File: config.mk
export PLATFORM = sky130hd
export DESIGN_NAME = riv_rdy_vld_buffer
export DESIGN_NICKNAME = d
export VERILOG_FILES = /design/src/rtl/riv_rdy_vld_buffer.sv
export SDC_FILE = /design/constraint.sdc
export NUM_CORES = 1
export LEC_CHECK = 0
export CAP_MARGIN = 20
export CELL_PAD_IN_SITES_DETAIL_PLACEMENT = 1
export CELL_PAD_IN_SITES_GLOBAL_PLACEMENT = 2
export CORE_UTILIZATION = 25
export DETAILED_ROUTE_END_ITERATION = 10
export GPL_ROUTABILITY_DRIVEN = 1
export GPL_TIMING_DRIVEN = 0
export PLACE_DENSITY = 0.59
export RECOVER_POWER = 25
export SYNTH_ARGS = -nofsm -noshare
export SYNTH_HDL_FRONTEND = slang
export SYNTH_SLANG_ARGS = --single-unit
File: constraint.sdc
create_clock -name clk -period 4.99 [get_ports clk]
set_clock_uncertainty 0.15 [all_clocks]
set_input_delay 0.998 -clock clk [delete_from_list [all_inputs] [get_ports clk]]
set_output_delay 0.998 -clock clk [all_outputs]
set_load 0.1 [all_outputs]
File: src/rtl/riv_rdy_vld_buffer.sv
// riv_rdy_vld_buffer
// ------------------
// Parametrised ready/valid elastic buffer holding up to DEPTH beats.
// Incoming beats are AND-masked with data_mask when they are written, so a
// later change of data_mask never affects beats that are already stored.
//
// Ports:
//   clk          rising-edge clock
//   rst          asynchronous active-high reset (clears pointers and level)
//   flush        synchronous discard of every stored beat
//   data_mask    per-bit AND mask applied to in_data on write
//   in_valid     producer beat valid
//   in_ready     buffer can accept a beat (registered state only, gated by rst)
//   in_data      producer data
//   out_valid    head beat valid (level != 0)
//   out_ready    consumer accepts the head beat
//   out_data     data at the read pointer
//   level        number of stored beats
//   almost_full  level >= ALMOST_FULL_THRESH
module riv_rdy_vld_buffer #(
  parameter int DATA_WIDTH         = 64,
  parameter int DEPTH              = 4,
  parameter int ALMOST_FULL_THRESH = 3,
  parameter int LEVEL_WIDTH        = $clog2(DEPTH + 1)
) (
  input  logic                   clk,
  input  logic                   rst,
  input  logic                   flush,
  input  logic [DATA_WIDTH-1:0]  data_mask,
  input  logic                   in_valid,
  output logic                   in_ready,
  input  logic [DATA_WIDTH-1:0]  in_data,
  output logic                   out_valid,
  input  logic                   out_ready,
  output logic [DATA_WIDTH-1:0]  out_data,
  output logic [LEVEL_WIDTH-1:0] level,
  output logic                   almost_full
);

  localparam int PTR_W = $clog2(DEPTH);

  // Reject configurations the pointer arithmetic cannot support.
  if ((DEPTH < 2) || ((DEPTH & (DEPTH - 1)) != 0)) begin : g_bad_depth
    $error("riv_rdy_vld_buffer: DEPTH must be a power of 2 and >= 2");
  end
  if ((ALMOST_FULL_THRESH < 1) || (ALMOST_FULL_THRESH > DEPTH)) begin : g_bad_thresh
    $error("riv_rdy_vld_buffer: ALMOST_FULL_THRESH must be within 1..DEPTH");
  end
  if (DATA_WIDTH < 1) begin : g_bad_width
    $error("riv_rdy_vld_buffer: DATA_WIDTH must be >= 1");
  end

  logic [PTR_W-1:0]       wr_ptr_q, wr_ptr_d;
  logic [PTR_W-1:0]       rd_ptr_q, rd_ptr_d;
  logic [LEVEL_WIDTH-1:0] level_q, level_d;
  logic                   almost_full_q, almost_full_d;
  logic [DATA_WIDTH-1:0]  mem_q [DEPTH];
  logic [DATA_WIDTH-1:0]  masked_data;
  logic                   push;
  logic                   pop;

  genvar gi;
  for (gi = 0; gi < DATA_WIDTH; gi++) begin : g_mask
    assign masked_data[gi] = in_data[gi] & data_mask[gi];
  end

  // Handshake outputs depend on registered level only (plus rst gating), so
  // there is no combinational path from out_ready to in_ready or from the
  // input side to the output side.
  assign in_ready    = !rst && (level_q != LEVEL_WIDTH'(DEPTH));
  assign out_valid   = (level_q != '0);
  assign out_data    = mem_q[rd_ptr_q];
  assign level       = level_q;
  assign almost_full = almost_full_q;

  // A flush overrides any simultaneous push or pop.
  assign push = in_valid && in_ready && !flush;
  assign pop  = out_valid && out_ready && !flush;

  always_comb begin
    wr_ptr_d      = wr_ptr_q;
    rd_ptr_d      = rd_ptr_q;
    level_d       = level_q;
    if (flush) begin
      wr_ptr_d = '0;
      rd_ptr_d = '0;
      level_d  = '0;
    end else begin
      if (push) begin
        wr_ptr_d = wr_ptr_q + PTR_W'(1);
      end
      if (pop) begin
        rd_ptr_d = rd_ptr_q + PTR_W'(1);
      end
      level_d = level_q + LEVEL_WIDTH'(push) - LEVEL_WIDTH'(pop);
    end
    // Registered alongside level so the flag always matches the current level.
    almost_full_d = (level_d >= LEVEL_WIDTH'(ALMOST_FULL_THRESH));
  end

  always_ff @(posedge clk or posedge rst) begin
    if (rst) begin
      wr_ptr_q      <= '0;
      rd_ptr_q      <= '0;
      level_q       <= '0;
      almost_full_q <= 1'b0;
    end else begin
      wr_ptr_q      <= wr_ptr_d;
      rd_ptr_q      <= rd_ptr_d;
      level_q       <= level_d;
      almost_full_q <= almost_full_d;
    end
  end

  // Storage is deliberately not reset; validity is tracked by level alone.
  always_ff @(posedge clk) begin
    if (push) begin
      mem_q[wr_ptr_q] <= masked_data;
    end
  end

endmodule

==> impl_metrics.py <==
metrics = {
    "worst_setup_path": {
        "cpMaxStageDelayCell": "clkdlybuf4s50_1",
        "end_kind": "output port",
        "worst_ep_arrival_time_ns": 3.00,
        "worst-endpoint-required_ns": 3.84,
        "cp-start-kind": "register",
        "cpMostUsedCell": "buf_2",
        "critPathKind": "register to output port",
        "crit_path_cell_trace": "buf_2, buf_2, mux4_2, clkdlybuf4s50_1",
        "path_max_fanout": 10,
        "critical-path-max-stage-delay_ns": 1.17,
    },
    "power_and_ir_drop": {
        "power_mw": 7.17,
        "leakagePower_nw": 4.45,
        "ir_drop_mv": 0.393,
        "power_density_nw_per_um2": 519,
    },
    "clock_tree": {
        "clkLatencyLatePin_ns": 0.53,
        "clk_pin_slew_ns": 0.06,
        "clock-root-buffer": "clkbuf_16",
        "tritoncts": "done",
        "cts_inserted_buffers": 27,
        "cts-resized-gates": 0,
        "cts_setup_buffers": 0,
        "cts.sinks": 264,
        "htree_levels": 1,
        "clockBufferDepth": 3,
        "ctsHoldBuffers": 0,
    },
    "route": {
        "drtIter0Drc": 158,
        "viasPerCell": 4.16,
        "routed_wl_um": 22700,
        "ant_nets": 0,
        "first_pass_iters": 4,
        "wire_per_inst_um": 18.5,
        "num_vias": 5097,
        "drcViolationCount": 0,
    },
    "floorplanning": {
        "die_area_sq_um": 41400,
        "fp.dieH_um": 203,
        "ios": 203,
        "die_w_um": 203,
        "coreArea_sq_um": 39900,
        "rows": 73,
        "initial_utilization": 0.254,
    },
    "synthesis": {
        "synth_area_leaders": "edfxtp_1 (76%), mux4_2 (14%), and2_1 (4.2%), dfrtp_1 (2.0%), ha_1 (0.74%)",
        "yosys.area_share.simple": 0.0497,
        "synth-xor-area-share": 0.00395,
        "synth-seq-cells": 264,
        "syn_nets": 587,
        "synthDistinctLibCells": 25,
        "async_reset_ff_frac": 0.0303,
        "ys_warn_count": 0,
        "syn_avg_cell_area_sq_um": 22.7,
        "synth_seq_area_share": 0.778,
        "yosys.area.top_type": "edfxtp_1",
        "yosys.area.top_type_share": 0.758,
        "synthCells": 447,
        "synthMuxAreaShare": 0.142,
        "synth_edf_count": 256,
        "synth_top_family_by_area": "multiplexers",
        "synth_common_cells": "edfxtp_1 (256), and2_1 (68), mux4_2 (64)",
        "synth_compound_area_frac": 0.00407,
        "synthFlopType": "edfxtp_1",
        "yosysMostFrequentCell": "edfxtp_1",
        "synth_adder_area_share": 0.00938,
        "syn_area_sq_um": 10100,
    },
    "layout": {
        "antenna_cells": 0,
        "final_core_util": 0.346,
        "num-nets-final": 821,
        "drive_gt1_frac": 0.173,
        "area_growth_pct": 36.3,
        "finalInstanceArea_sq_um": 13800,
        "nFillCells": 3962,
    },
    "run_status": {
        "status": "completed",
    },
    "global_route": {
        "antenna_found_initial": 0,
        "grt_pass1_wl_um": 34900,
        "grt_max_degree": 48,
        "grt-ovfl-total": 0,
        "grt_pass1_vias": 5863,
        "grt_use_total": 0.112,
    },
    "timing": {
        "rsz0062_at_grt": "no",
        "worst_pin_slew_ns": 1.03,
        "report.final.slew_viol_count": 0,
        "post-route-min-period_ns": 4.15,
        "finalSetupViolCount": 0,
        "fin_crit_sh": 0.832,
        "layout_setup_ws_ns": 0.839,
        "timing.fmax_ghz": 0.241,
        "hold_viol": 0,
        "slew-limit-headroom": 0.311,
    },
    "placement": {
        "dp_hpwl_um": 14600,
        "place_area_sq_um": 12900,
        "pre_cts_slack_ns": 1.05,
        "gp_congestion": 0.680,
        "place.port_buffers": 201,
    },
    "job": {
        "cap_violations": 0,
    },
    "min_path": {
        "hp-class": "register to register",
    },
}
## logic make-up (layout without fill, tap and decap cells)
| kind of cell | count (synthesis) | count (layout) |
|---|---|---|
| muxes | 64 | 64 |
| AOI/OAI and AO/OA | 6 | 6 |
| and+or+nand+nor | 82 | 82 |
| buffers and inverters | 21 | 275 |
| adders and majority gates | 7 | 7 |
| DFF | 264 | 264 |
| xor gates and xnor gates | 3 | 3 |
## critical path, delay by kind of cell, from the launching register on
family / cells / cell delay [ns]
buf+inv: 3 / 1.88
flops: 1 / 0.33
mux: 1 / 0.25
## placed cells by master (no fill, tap or decap), drive strengths merged
| cell | count |
|---|---|
| edfxtp | 256 |
| clkdlybuf4s50 | 164 |
| and2 | 68 |
| mux4 | 64 |
| clkbuf | 38 |
| dlygate4sd3 | 37 |
| buf | 17 |
| dfrtp | 8 |
| clkinv | 8 |
| nor2 | 7 |
| inv | 6 |
| ha | 6 |
| bufinv | 5 |
| o31ai | 2 |
| xor2 | 2 |
| or3 | 2 |
| nor3b | 1 |
| nand2b | 1 |
| o21ai | 1 |
| a21oi | 1 |
| nor3 | 1 |
| nor2b | 1 |
| xnor3 | 1 |
| a21o | 1 |
| o311ai | 1 |
| or4b | 1 |
| fa | 1 |
## report_power, final
group	internal (mW)	total, mW	switching, mW
clock	1.25	2.04	0.794
sequential	2.50	2.53	0.0315
combinational	0.774	2.60	1.82
## final timing paths
check	depth (start not counted)	start	to	slack (ns)
min in group asynchronous	2	rst	level[1]	0.77
worst min register to register	2	wr_ptr_q[1]	wr_ptr_q[1]	0.48
worst max-delay path	4	rd_ptr_q[1]	out_data[31]	0.84
max in group asynchronous	2	rst	wr_ptr_q[1]	3.67
worst min-delay path	2	wr_ptr_q[1]	wr_ptr_q[1]	0.48
worst max register to register	11	level[2]	almost_full	2.05
## state kept, by name, summed over array words and instances (netlist names)
name / cells
rd_ptr_q: 2
level: 3
almost_full: 1
mem_q: 256
wr_ptr_q: 2
## per-layer routing
layer / GRT usage / share of wire / up-vias
met4: 0.0341 / 0.021 / 0
met1: 0.140 / 0.43 / 2631
met2: 0.196 / 0.50 / 134
met5: 0 / 0 / -
li1: - / - / 2295
met3: 0.0193 / 0.047 / 37
## final cells by class
cell class | instances | area, sq um | share of cell area
buffer | 15 | 109 | 0.00787
clock buffer | 36 | 709 | 0.0513
clock inverter | 13 | 184 | 0.0133
inverter | 6 | 22.5 | 0.00163
multi-input combinational | 162 | 2130 | 0.154
sequential | 264 | 7890 | 0.571
tap | 525 | 657 | 0.0475
timing repair buffer | 205 | 2120 | 0.154
## through the flow
| step | std cells | hold WS (ns) | setup TNS [ns] |
|---|---|---|---|
| 6_report | 1226 | 0.478 | 0 |
| 5_1_grt | 1226 | 0.533 | 0 |
| 4_1_cts | 1226 | 0.478 | 0 |
| 3_5_place_dp | 1177 | 0.469 | 0 |
| 3_3_place_gp | 1173 | 0.427 | -162.91 |
| 2_1_floorplan | 447 | 0.416 | 0 |
(Power assumes the default switching activity.)
